**config.mk**
```make
export PLATFORM = sky130hd
export DESIGN_NAME = ps2_key_decoder
export DESIGN_NICKNAME = d
export VERILOG_FILES = /design/src/rtl/ps2_pkg.sv /design/src/rtl/ps2_line_filter.sv /design/src/rtl/ps2_key_decoder.sv
export SDC_FILE = /design/constraint.sdc
export NUM_CORES = 1
export LEC_CHECK = 0
export BUFFER_PORTS_ARGS = -buffer_cell sky130_fd_sc_hd__buf_2
export CORE_ASPECT_RATIO = 1.1
export CORE_MARGIN = 4
export CORE_UTILIZATION = 50
export CTS_BUF_LIST = sky130_fd_sc_hd__clkbuf_4 sky130_fd_sc_hd__clkbuf_8
export DETAILED_ROUTE_END_ITERATION = 8
export GPL_TIMING_DRIVEN = 0
export MAX_ROUTING_LAYER = met4
export PLACE_DENSITY = 0.69
export SYNTH_ARGS = -nofsm -noshare
export SYNTH_HDL_FRONTEND = slang
export SYNTH_SLANG_ARGS = --single-unit
```
**constraint.sdc**
```tcl
create_clock -name clk_sys -period 2.82 [get_ports clk_sys]
set_input_delay 0.141 -clock clk_sys [delete_from_list [all_inputs] [get_ports clk_sys]]
set_output_delay 0.141 -clock clk_sys [all_outputs]
set_load 0.005 [all_outputs]
```
**src/rtl/ps2_pkg.sv**
```systemverilog
// ---------------------------------------------------------------------------
// ps2_pkg
// Shared definitions for the PS/2 keyboard decoder: the prefix FSM states, the
// scancode prefix bytes, the length of the Pause-key skip window, and the list
// of keyboard status/reply bytes that never map to a key event.
// ---------------------------------------------------------------------------
package ps2_pkg;

    typedef enum logic [2:0] {
        ST_IDLE    = 3'd0,
        ST_EXT     = 3'd1,
        ST_BRK     = 3'd2,
        ST_EXT_BRK = 3'd3,
        ST_SKIP    = 3'd4
    } ps2_state_e;

    localparam logic [7:0] PFX_E0 = 8'hE0;
    localparam logic [7:0] PFX_F0 = 8'hF0;
    localparam logic [7:0] PFX_E1 = 8'hE1;

    // Bytes swallowed after E1 (the rest of the Pause make/break sequence).
    localparam logic [2:0] SKIP_LEN = 3'd7;

    // Keyboard replies / status codes that are not scancodes.
    localparam int         N_DISCARD    = 8;
    localparam logic [63:0] DISCARD_LIST = {8'h00, 8'hAA, 8'hEE, 8'hFA,
                                            8'hFC, 8'hFD, 8'hFE, 8'hFF};

    function automatic logic is_discard(input logic [7:0] b);
        logic hit;
        hit = 1'b0;
        for (int i = 0; i < N_DISCARD; i++) begin
            if (DISCARD_LIST[i*8 +: 8] == b) hit = 1'b1;
        end
        return hit;
    endfunction

endpackage

```
**src/rtl/ps2_line_filter.sv**
```systemverilog
// ---------------------------------------------------------------------------
// ps2_line_filter
// Brings one raw PS/2 line into the clk_sys domain (2-FF synchronizer) and
// removes glitches: the filtered level only follows the synchronized level
// after it has differed for FILT_LEN consecutive cycles.
//
// Ports
//   clk_sys  in   system clock
//   res_n_i  in   asynchronous active-low reset (all flops reset to 1 = idle)
//   line_i   in   raw PS/2 line
//   line_o   out  synchronized, filtered line
// ---------------------------------------------------------------------------
module ps2_line_filter #(
    parameter int FILT_LEN = 8
) (
    input  logic clk_sys,
    input  logic res_n_i,
    input  logic line_i,
    output logic line_o
);

    localparam int CW = (FILT_LEN > 1) ? $clog2(FILT_LEN) : 1;

    logic          sync1_q, sync1_d;
    logic          sync2_q, sync2_d;
    logic          filt_q,  filt_d;
    logic [CW-1:0] cnt_q,   cnt_d;

    always_comb begin
        sync1_d = line_i;
        sync2_d = sync1_q;
        filt_d  = filt_q;
        cnt_d   = '0;
        // Count consecutive cycles of disagreement; any agreement restarts it.
        if (sync2_q != filt_q) begin
            if (cnt_q == CW'(FILT_LEN - 1)) begin
                filt_d = sync2_q;
            end else begin
                cnt_d = cnt_q + CW'(1);
            end
        end
    end

    always_ff @(posedge clk_sys or negedge res_n_i) begin
        if (!res_n_i) begin
            sync1_q <= 1'b1;
            sync2_q <= 1'b1;
            filt_q  <= 1'b1;
            cnt_q   <= '0;
        end else begin
            sync1_q <= sync1_d;
            sync2_q <= sync2_d;
            filt_q  <= filt_d;
            cnt_q   <= cnt_d;
        end
    end

    assign line_o = filt_q;

endmodule

```
**src/rtl/ps2_key_decoder.sv**
```systemverilog
// ---------------------------------------------------------------------------
// ps2_key_decoder
// PS/2 keyboard receiver and scancode-set-2 decoder. Both lines are
// synchronized and glitch filtered, 11-bit frames are shifted in on falling
// edges of the filtered clock, and good bytes run through a prefix FSM
// (E0 = extended, F0 = break, E1 = Pause sequence to skip) that produces one
// key event per key press/release.
//
// Ports
//   clk_sys       in   system clock (only clock)
//   res_n_i       in   asynchronous active-low reset
//   ps2_clk       in   raw PS/2 clock line
//   ps2_dat       in   raw PS/2 data line
//   key_strobe    out  one-cycle pulse per key event
//   key_pressed   out  1 = make, 0 = break
//   key_extended  out  1 = E0-prefixed key
//   key_code      out  scancode (set 2)
//   ps2_key       out  {toggle, pressed, extended, code}; toggle flips per event
//   frame_err     out  one-cycle pulse on parity or stop-bit error
// ---------------------------------------------------------------------------
module ps2_key_decoder
    import ps2_pkg::*;
#(
    parameter int FILT_LEN = 8,
    parameter int TIMEOUT  = 20000
) (
    input  logic        clk_sys,
    input  logic        res_n_i,
    input  logic        ps2_clk,
    input  logic        ps2_dat,
    output logic        key_strobe,
    output logic        key_pressed,
    output logic        key_extended,
    output logic [7:0]  key_code,
    output logic [10:0] ps2_key,
    output logic        frame_err
);

    localparam int TW = $clog2(TIMEOUT + 1);

    logic clk_f;
    logic dat_f;

    ps2_line_filter #(.FILT_LEN(FILT_LEN)) u_clk_filt (
        .clk_sys (clk_sys),
        .res_n_i (res_n_i),
        .line_i  (ps2_clk),
        .line_o  (clk_f)
    );

    ps2_line_filter #(.FILT_LEN(FILT_LEN)) u_dat_filt (
        .clk_sys (clk_sys),
        .res_n_i (res_n_i),
        .line_i  (ps2_dat),
        .line_o  (dat_f)
    );

    logic          clk_prev_q, clk_prev_d;
    logic [3:0]    bit_cnt_q,  bit_cnt_d;
    logic [7:0]    shift_q,    shift_d;
    logic          par_ok_q,   par_ok_d;
    logic [TW-1:0] to_cnt_q,   to_cnt_d;
    ps2_state_e    state_q,    state_d;
    logic [2:0]    skip_q,     skip_d;
    logic          strobe_q,   strobe_d;
    logic          ferr_q,     ferr_d;
    logic          pressed_q,  pressed_d;
    logic          ext_q,      ext_d;
    logic [7:0]    code_q,     code_d;
    logic          toggle_q,   toggle_d;

    logic fall;
    logic byte_vld;
    logic emit;
    logic ev_ext;
    logic ev_brk;

    assign fall = clk_prev_q & ~clk_f;

    // Frame receiver: bit_cnt 0 = waiting for start, 1..8 data, 9 parity, 10 stop.
    always_comb begin
        clk_prev_d = clk_f;
        bit_cnt_d  = bit_cnt_q;
        shift_d    = shift_q;
        par_ok_d   = par_ok_q;
        to_cnt_d   = '0;
        ferr_d     = 1'b0;
        byte_vld   = 1'b0;

        // Mid-frame watchdog: a stalled frame is silently dropped.
        if (bit_cnt_q != 4'd0 && !fall) begin
            if (to_cnt_q == TW'(TIMEOUT - 1)) begin
                bit_cnt_d = 4'd0;
            end else begin
                to_cnt_d = to_cnt_q + TW'(1);
            end
        end

        if (fall) begin
            case (bit_cnt_q)
                4'd0: begin
                    if (!dat_f) bit_cnt_d = 4'd1;
                end
                4'd1, 4'd2, 4'd3, 4'd4, 4'd5, 4'd6, 4'd7, 4'd8: begin
                    shift_d   = {dat_f, shift_q[7:1]};
                    bit_cnt_d = bit_cnt_q + 4'd1;
                end
                4'd9: begin
                    // Odd parity: data plus parity bit holds an odd count of ones.
                    par_ok_d  = ^{shift_q, dat_f};
                    ferr_d    = ~(^{shift_q, dat_f});
                    bit_cnt_d = 4'd10;
                end
                4'd10: begin
                    bit_cnt_d = 4'd0;
                    // A parity failure was already flagged; report only one error per frame.
                    if (par_ok_q) begin
                        if (dat_f) byte_vld = 1'b1;
                        else       ferr_d   = 1'b1;
                    end
                end
                default: bit_cnt_d = 4'd0;
            endcase
        end
    end

    // Prefix FSM and event outputs.
    always_comb begin
        state_d   = state_q;
        skip_d    = skip_q;
        emit      = 1'b0;
        ev_ext    = 1'b0;
        ev_brk    = 1'b0;

        if (byte_vld) begin
            case (state_q)
                ST_IDLE: begin
                    if (shift_q == PFX_E0) begin
                        state_d = ST_EXT;
                    end else if (shift_q == PFX_F0) begin
                        state_d = ST_BRK;
                    end else if (shift_q == PFX_E1) begin
                        state_d = ST_SKIP;
                        skip_d  = SKIP_LEN;
                    end else if (!is_discard(shift_q)) begin
                        emit = 1'b1;
                    end
                end
                ST_EXT: begin
                    if (shift_q == PFX_F0) begin
                        state_d = ST_EXT_BRK;
                    end else if (shift_q != PFX_E0) begin
                        emit    = 1'b1;
                        ev_ext  = 1'b1;
                        state_d = ST_IDLE;
                    end
                end
                ST_BRK: begin
                    if (shift_q == PFX_E0) begin
                        state_d = ST_EXT_BRK;
                    end else if (shift_q != PFX_F0) begin
                        emit    = 1'b1;
                        ev_brk  = 1'b1;
                        state_d = ST_IDLE;
                    end
                end
                ST_EXT_BRK: begin
                    if (shift_q != PFX_E0 && shift_q != PFX_F0) begin
                        emit    = 1'b1;
                        ev_ext  = 1'b1;
                        ev_brk  = 1'b1;
                        state_d = ST_IDLE;
                    end
                end
                ST_SKIP: begin
                    skip_d = skip_q - 3'd1;
                    if (skip_q == 3'd1) state_d = ST_IDLE;
                end
                default: state_d = ST_IDLE;
            endcase
        end

        strobe_d  = emit;
        pressed_d = emit ? ~ev_brk   : pressed_q;
        ext_d     = emit ? ev_ext    : ext_q;
        code_d    = emit ? shift_q   : code_q;
        toggle_d  = emit ? ~toggle_q : toggle_q;
    end

    always_ff @(posedge clk_sys or negedge res_n_i) begin
        if (!res_n_i) begin
            clk_prev_q <= 1'b1;
            bit_cnt_q  <= '0;
            shift_q    <= '0;
            par_ok_q   <= 1'b0;
            to_cnt_q   <= '0;
            state_q    <= ST_IDLE;
            skip_q     <= '0;
            strobe_q   <= 1'b0;
            ferr_q     <= 1'b0;
            pressed_q  <= 1'b0;
            ext_q      <= 1'b0;
            code_q     <= '0;
            toggle_q   <= 1'b0;
        end else begin
            clk_prev_q <= clk_prev_d;
            bit_cnt_q  <= bit_cnt_d;
            shift_q    <= shift_d;
            par_ok_q   <= par_ok_d;
            to_cnt_q   <= to_cnt_d;
            state_q    <= state_d;
            skip_q     <= skip_d;
            strobe_q   <= strobe_d;
            ferr_q     <= ferr_d;
            pressed_q  <= pressed_d;
            ext_q      <= ext_d;
            code_q     <= code_d;
            toggle_q   <= toggle_d;
        end
    end

    assign key_strobe   = strobe_q;
    assign frame_err    = ferr_q;
    assign key_pressed  = pressed_q;
    assign key_extended = ext_q;
    assign key_code     = code_q;
    assign ps2_key      = {toggle_q, pressed_q, ext_q, code_q};

endmodule
```
======== Word level (Yosys, flattened, before mapping) ========
Index checks and enable logic that the tools add are counted.
storage, ports and cells
  bits in registers ....................... 60
  input bits .............................. 4
  output and inout port bits .............. 23
  word-level logic and storage cells ...... 148
operators by class
  add/sub/neg operators ................... 5
  equality and inequality tests ........... 40
  multiplexer cells ....................... 61
  bitwise logic cells ..................... 5
  reduce and logical (&&, ||, !) cells .... 16
operators with widths
  operator                                             count
  equality test 8 bit, first input constant            7
  two-way mux 3 bit                                    16
  two-way mux 1 bit                                    32
  two-way mux 15 bit                                   2
  equality test 8 bit, second input constant           3
  equality test 4 x 3 -> 1 bit, second input constant  4
  two-way mux 4 bit                                    4
  != test 8 bit, second input constant                 2
  adder 15 x 1 -> 15 bit, second input constant        1
  equality test 15 bit, second input constant          1
  case mux 3 bit (5 select lines)                      1
  equality test 4 bit, second input constant           3
  case mux 4 bit (3 select lines)                      1
  != test 2 bit, second input constant                 5
  equality test 3 bit, second input constant           3
  parity 9 bit                                         1
  equality test 4 x 2 -> 1 bit, second input constant  2
  logical NOT 8 bit                                    1
  AND reduction 2 bit                                  4
  OR reduction 8 bit                                   1
  adder 3 x 1 -> 3 bit, second input constant          2
  equality test 3 x 1 -> 1 bit, second input constant  2
  equality test 3 x 2 -> 1 bit, second input constant  2
  != test 3 bit, second input constant                 2
  18 further kinds                                     25

======== Depth between registers and ports, before layout ========
Gate-level depths: netlist (run 1).
  word-level depth ........................ 20
  depth in mapped cells ................... 8
  mapped depth without buffers ............ 7

======== Modules after synthesis ========
A second synthesis (run 1) with hierarchy kept.
unflattened totals
  cell total of the unflattened synthesis .. 267
  area total of the unflattened synthesis .. 2,994.1 um^2
by module, submodules not included
  module           times used  cells an instance  area an instance (um^2)  sequential area each (um^2)
  ps2_key_decoder  1           241                2,546.2                  1,202.4
  ps2_line_filter  2           13                 224.0                    153.9

======== Worst setup path after synthesis (run 1) ========
OpenSTA, ideal clock, no wires.
  kind .................................... register -> register
  start point ............................. register bit_cnt_q[0]
  end point ............................... register shift_q[1]
  setup time .............................. 0.125 ns
  arrival ................................. 1.851 ns
  data required time ...................... 2.695 ns
  setup slack ............................. 0.844 ns
  cell stages (with the launch flop) ...... 7
  path buffers ............................ 1
  period minus slack after synthesis ...... 1.976 ns
  cell sequence ........................... dfrtp_1 -> inv_1 -> ha_1 -> or2b_2 -> a221oi_2 -> buf_2 -> mux2_2
on the way
  word-level cells in the longest chain between the ends .. 3
  elaborated cells between the ends (all ways) .. 10
  those cells by class .................... eq/ne (8); reduce/logical (2)
ends and longest elaborated chain
  element                                                     RTL line                RTL
  start: declaration                                          ps2_key_decoder.sv:59   logic [3:0] bit_cnt_q, bit_cnt_d;
  start signal: assignment                                    ps2_key_decoder.sv:207  bit_cnt_q <= bit_cnt_d;
  equality test 4 x 1 -> 1 bit, or another cell as far along  ps2_key_decoder.sv:100  case (bit_cnt_q)
  OR reduction 8 bit (*)                                      ps2_key_decoder.sv:100
  AND reduction 2 bit (no source line) (*)                    -
  end signal: assignment                                      ps2_key_decoder.sv:208  shift_q <= shift_d;
  end: declaration                                            ps2_key_decoder.sv:60   logic [7:0] shift_q, shift_d;
Mark *: on every way between the ends. The rest lies on a longest branch, timed or not.
A chain may end at the register's enable or synchronous reset.

======== Final worst setup path (run 1) ========
  start point ............................. register bit_cnt_q[0]
  end point ............................... register shift_q[7]
Same word-level chain as after synthesis.

==> impl_metrics.yaml, run 1 <==
run_status:
  status: "finished, final reports clean"
synth:
  synth_fp_nets: 283
  yosys-top-cells-area: "dfrtp_1 44%, dfstp_2 6.2%, ha_1 4.6%"
  ys_seq_area_share_pct: 50.5
  synth_area_um2: 2990
  synth_cell_types: 50
  avgSynthCellArea_um2: 11.2
  synth-async-reset-ratio_pct: 100
  synth_top_cell_area_share_pct: 44.4
  synth_edf_count: 0
  ys.flop_type: "dfrtp_1"
  synth_top_area_cell: "dfrtp_1"
  yosysMostFrequentCell: "dfrtp_1"
  synth_cells: 268
  ys_ff_latch: 60
  synth_commonest_cells: "53 x dfrtp_1, 27 x nor2_1, 13 x nand2_1, 12 x xnor2_1"
  yosysWarnings: 0
clocking:
  clock_latency_ns: 0.33
  cts_root_buffer: "clkbuf_8"
  cts_resized: 0
  clock-sinks: 60
  clk_path_buf_depth: 2
  cts_setup_buffers: 0
  path_clk_slew_ns: 0.07
  cts_made_buffers: 9
  cts_tree: "yes"
  holdBufCountCts: 2
  cts_max_level: 3
timing:
  fin_hold_ws_ns: 0.355
  tns_ns: 0
  period_minus_slack_ns: 2.18
  clock.fmax_ghz: 0.458
  setup_viol: 0
  drv_slew: 0
  hold_viol_final: 0
  slew_headroom_pct: 51.8
  fin_skew_ns: 0.00854
  fin_crit_sh_pct: 77.4
  tightestPinTransition_ns: 0.722
  rsz0062_at_grt: "false"
grt:
  grt_pass1_vias: 1890
  antenna_found_initial: 0
  grt_pass1_wl_um: 8570
  grt_max_degree: 61
  grt_overflow_total: 0
  grt_util_all_layers_pct: 16.0
setup_path:
  arrival_ns: 2.40
  worst_ep_required_time_ns: 3.04
  critPathMaxFanout: 10
  critPathTopFamily: "flip-flops"
  end_kind: "register"
  max_stage_delay_ns: 0.43
  cpMaxStageDelayCell: "dfrtp_1"
  crit_buf_inv: 2
  cp-start-kind: "register"
  path_cells: "inv_1, ha_1, or2b_2, a221oi_2, buf_2, mux2_2"
  crit_type: "register to register"
drt:
  drt_iter0_drc: 58
  wire_per_inst_um: 12.7
  drtAntennaViolNets: 0
  finalWirelength_um: 4940
  drt_pre_antenna_iters: 4
  drc: 0
  num_vias: 2000
  viasPerCell: 5.13
place:
  post_dp_cell_area_um2: 3220
  io_buffers: 26
  gp_congestion: 0.832
  dp_hpwl_um: 3370
power:
  ir_drop_mv: 0.457
  pwr-share-clk_pct: 35.8
  powerDensity_nw_per_um2: 710
  power.switching_mw: 0.698
  switching_share_pct: 28.2
  total_leakage_power_nw: 1.70
  intPower_mw: 1.78
  p_seq_share_pct: 43.1
  combinationalPowerShare_pct: 21.0
  finalPower_mw: 2.48
finish:
  drive_above_1_share_pct: 30.0
  antennaDiodeCount: 0
  area_growth_pct: 16.5
  final_area_um2: 3480
  fin_util_pct: 60.4
  nets: 323
  fillers: 479
worst_hold_path:
  min_path_type: "register to register"
floorplan:
  die_w_um: 81.7
  dieArea_um2: 7280
  num_rows: 29
  die_h_um: 89.1
  ios: 27
  core_area_um2: 5770
  start_util_pct: 51.8
job:
  max-cap-violations: 0
[area by class of cell]
type | instances | area, µm² | share of cell area (%)
Buffer | 22 | 154 | 4.42
Clock buffer | 12 | 165 | 4.74
Clock inverter | 4 | 70.1 | 2.01
Inverter | 9 | 33.8 | 0.969
Multi-Input combinational cell | 177 | 1290 | 37.1
Sequential cell | 60 | 1510 | 43.3
Tap cell | 77 | 96.3 | 2.76
Timing Repair Buffer | 29 | 163 | 4.67
[cell usage in the layout, fill, tap and decap left out, types with 3 or more instances in the layout]
master / instances
nand3b_1: 3
nor2_1: 27
a31oi_1: 5
dlygate4sd3_1: 3
nor2b_1: 3
nand2b_1: 3
inv_1: 9
o21ai_0: 9
xor2_1: 10
mux2_2: 9
buf_4: 12
buf_6: 3
and2_1: 4
mux2_4: 7
nand3_1: 6
ha_1: 11
a21oi_1: 5
dfstp_2: 7
nand2_1: 13
nor3_1: 5
nor4_1: 5
nand4_1: 6
dfrtp_1: 53
buf_2: 31
clkbuf_8: 12
xnor2_1: 12
[metal layers]
metal	track usage (%)	share of wire, %	vias up
met3	5.24	5.3	8
met2	25.5	49	49
met5	-	0	-
met4	6.95	1.7	0
met1	18.5	44	944
li1	-	-	999
[per-stage QoR]
stage          setup WS (ns)  std cells
2_1_floorplan          0.844        268
3_3_place_gp           0.667        371
3_5_place_dp           0.665        371
4_1_cts                0.648        389
5_1_grt                0.499        390
6_report               0.637        390
[registers in the layout (all words and copies together) (netlist names), 3 cells and up]
signal,count
to_cnt_q,15
key_code,8
shift_q,8
bit_cnt_q,4
skip_q,3
state_q,3
u_clk_filt.cnt_q,3
u_dat_filt.cnt_q,3
[worst register-to-register path, stage by stage (launching register included)]
cell	delay, ns
dfrtp_1	0.43
inv_1	0.12
ha_1	0.17
or2b_2	0.34
a221oi_2	0.35
buf_2	0.31
mux2_2	0.36
[final timing paths]
path | endpoint | cells after the start | slack (ns) | from
worst max-delay path | shift_q[7] | 6 | 0.64 | bit_cnt_q[0]
worst min register to register | u_clk_filt.sync2_q | 0 | 0.35 | u_clk_filt.sync1_q
max in group asynchronous | state_q[0] | 2 | 1.91 | res_n_i
worst max register to register | shift_q[7] | 6 | 0.64 | bit_cnt_q[0]
worst min-delay path | u_clk_filt.sync2_q | 0 | 0.35 | u_clk_filt.sync1_q
min in group asynchronous | toggle_q | 2 | 0.42 | res_n_i
[power groups by stage]
stage / logic (mW) / clock network, mW / registers [mW]
global route: 0.594 / 0.957 / 1.09
CTS: 0.530 / 0.912 / 1.07
finish: 0.520 / 0.887 / 1.07
detailed placement: 0.523 / 0 / 1.08
floorplan: 0.413 / 0 / 1.06
global placement: 0.509 / 0 / 1.08
[kinds of logic (layout without fill, tap and decap cells)]
kind of cell | after synthesis | in the layout | share of synthesized area (%)
flip-flops | 60 | 60 | 50.5
AND/OR/NAND/NOR | 91 | 91 | 16.4
AO/OA/AOI/OAI | 35 | 35 | 7.74
buffers and inverters | 31 | 76 | 6.28
XOR/XNOR | 23 | 23 | 7.20
adder cells (fa/ha/maj) | 11 | 11 | 4.60
multiplexers | 17 | 17 | 7.28
Note: power is estimated with default switching activity, not from simulation.
==> run 2: changes to the inputs <==
--- a/config.mk
+++ b/config.mk
@@ -13,7 +13,7 @@
 export DETAILED_ROUTE_END_ITERATION = 8
 export GPL_TIMING_DRIVEN = 0
 export MAX_ROUTING_LAYER = met4
-export PLACE_DENSITY = 0.69
+export PLACE_DENSITY = 0.72
 export SYNTH_ARGS = -nofsm -noshare
 export SYNTH_HDL_FRONTEND = slang
 export SYNTH_SLANG_ARGS = --single-unit
==> constraint.sdc (replaced) <==
create_clock -name clk_sys -period 1.76 [get_ports clk_sys]
set_input_delay 0.088 -clock clk_sys [delete_from_list [all_inputs] [get_ports clk_sys]]
set_output_delay 0.088 -clock clk_sys [all_outputs]
set_load 0.005 [all_outputs]
==> run 2 against run 1 <==
The run now ends with negative setup slack left. Worst setup slack lost 0.84 ns. Flip-flop and latch count is the same. Routed wire length grew 29%. Count of clock-buffer cells in the layout grew 2. Core utilization grew 8.7 points. Via count grew 12%. Critical endpoint is now shift_q[2]. Largest power group unchanged.
==> impl_metrics.yaml, run 2 (synthesized netlist as in run 1, its figures left out) <==
run_status:
  status: "finished with violations"
  violations: "negative setup slack"
floorplan:
  core_area_um2: 5770
  dieArea_um2: 7280
  die_w_um: 81.7
  die_h_um: 89.1
  num_rows: 29
  ios: 27
  start_util_pct: 51.8
finish:
  fin_util_pct: 69.1
  final_cell_mix: "49 x dfrtp_1, 34 x buf_4, 30 x buf_2, 15 x nor2_1, 14 x mux2_4"
  final_cells: 419
  largest_reg_flops: 15
  top_register: "to_cnt_q"
  drive_above_1_share_pct: 48.5
  antennaDiodeCount: 0
  final_common_cell: "dfrtp_1"
  nets: 352
  final_area_um2: 3990
  area_growth_pct: 33.3
clocking:
  clock_latency_ns: 0.35
  cts_root_buffer: "clkbuf_8"
  clock-sinks: 60
  cts_max_level: 3
  path_clk_slew_ns: 0.07
  cts_tree: "yes"
  cts_made_buffers: 9
  clk_path_buf_depth: 2
timing:
  clock.fmax_ghz: 0.510
  rsz0062_at_grt: "true"
  fin_ws_ns: -0.199
  fin_crit_sh_pct: 111
  drv_slew: 0
  setup_viol: 39
  fin_skew_ns: 0.0107
  slew_headroom_pct: 50.9
  period_minus_slack_ns: 1.96
  hold_viol_final: 0
  tightestPinTransition_ns: 0.736
setup_path:
  end_kind: "register"
  arrival_ns: 2.18
  critPathMaxFanout: 5
  crit_type: "register to register"
  worst_ep_required_time_ns: 1.98
  cp-start-kind: "register"
drt:
  drt_pre_antenna_iters: 4
  drtAntennaViolNets: 0
  drt_iter0_drc: 97
  viasPerCell: 5.34
  num_vias: 2236
  drc: 0
  wire_per_inst_um: 15.2
  finalWirelength_um: 6380
power:
  total_leakage_power_nw: 1.86
  ir_drop_mv: 0.763
  powerDensity_nw_per_um2: 1160
grt:
  antenna_found_initial: 0
  grt_pass1_wl_um: 10000
  grt_max_degree: 61
  grt_pass1_vias: 2166
  grt_overflow_total: 0
  grt_util_all_layers_pct: 18.7
place:
  io_buffers: 26
  gp_congestion: 0.840
  placed_cells: 371
  dp_hpwl_um: 3560
  post_dp_cell_area_um2: 3220
worst_hold_path:
  min_path_type: "primary input to async pin"
job:
  max-cap-violations: 0
-- run 2: critical path, stage by stage (launching register included) --
cell and delay, ns:
dfrtp_1 0.39, inv_2 0.12, ha_4 0.16, or2b_4 0.29
a221oi_4 0.38, buf_6 0.19, mux2_4 0.30
-- run 2: final cells by class --
| type | count | area (µm²) |
|---|---|---|
| well taps | 77 | 96.3 |
| inverters | 9 | 33.8 |
| clock buffers | 14 | 174 |
| multi-input cells | 177 | 1590 |
| clock inverters | 2 | 10.0 |
| repair buffers | 58 | 407 |
| flip-flops and latches | 60 | 1520 |
| plain buffers | 22 | 160 |
| fillers | 410 | 1780 |
-- run 2: path summary, 6_finish.rpt --
path	end	slack, ns	depth (start not counted)	startpoint
hold / removal	toggle_q	0.34	2	res_n_i
min in group clk_sys	u_clk_filt.sync2_q	0.36	0	u_clk_filt.sync1_q
setup reg to reg	shift_q[2]	-0.20	6	bit_cnt_q[0]
hold reg to reg	u_clk_filt.sync2_q	0.36	0	u_clk_filt.sync1_q
max in group asynchronous	bit_cnt_q[1]	0.88	2	res_n_i
setup / recovery	shift_q[2]	-0.20	6	bit_cnt_q[0]
-- run 2: power breakdown --
part | internal, mW | switching [mW]
clock network | 0.631 | 0.520
registers | 1.56 | 0.163
logic | 0.900 | 0.824
-- run 2: stage by stage --
stage	hold slack, ns	TNS [ns]	total power [mW]	setup slack, ns
2_1_floorplan	-0.208	-0.501	2.38	-0.0802
3_3_place_gp	0.193	-4.71	2.56	-0.222
3_5_place_dp	0.194	-5.87	2.60	-0.313
4_1_cts	0.0819	-2.87	4.08	-0.165
5_1_grt	0.363	-7.92	4.83	-0.354
6_report	0.337	-4.27	4.60	-0.199
-- run 2: routing by layer --
metal  track usage [%]  part of all wire, %  up-vias
li1                  -                    -     1057
met1              21.8                   41     1122
met2              29.9                   53       42
met3              5.24                  4.0       15
met4              8.76                  2.5        0
met5                 -                    0        -
-- run 2: repair_timing --
| action | in CTS | in global routing |
|---|---|---|
| gates cloned | 2 | 1 |
| setup buffers | 17 | 11 |
| pin swaps | 11 | 24 |
| resized for setup | 29 | 57 |
| hold buffers | 2 | 1 |
| endpoints found under the hold margin | 2 | 53 |
| setup endpoints to repair | 38 | 45 |
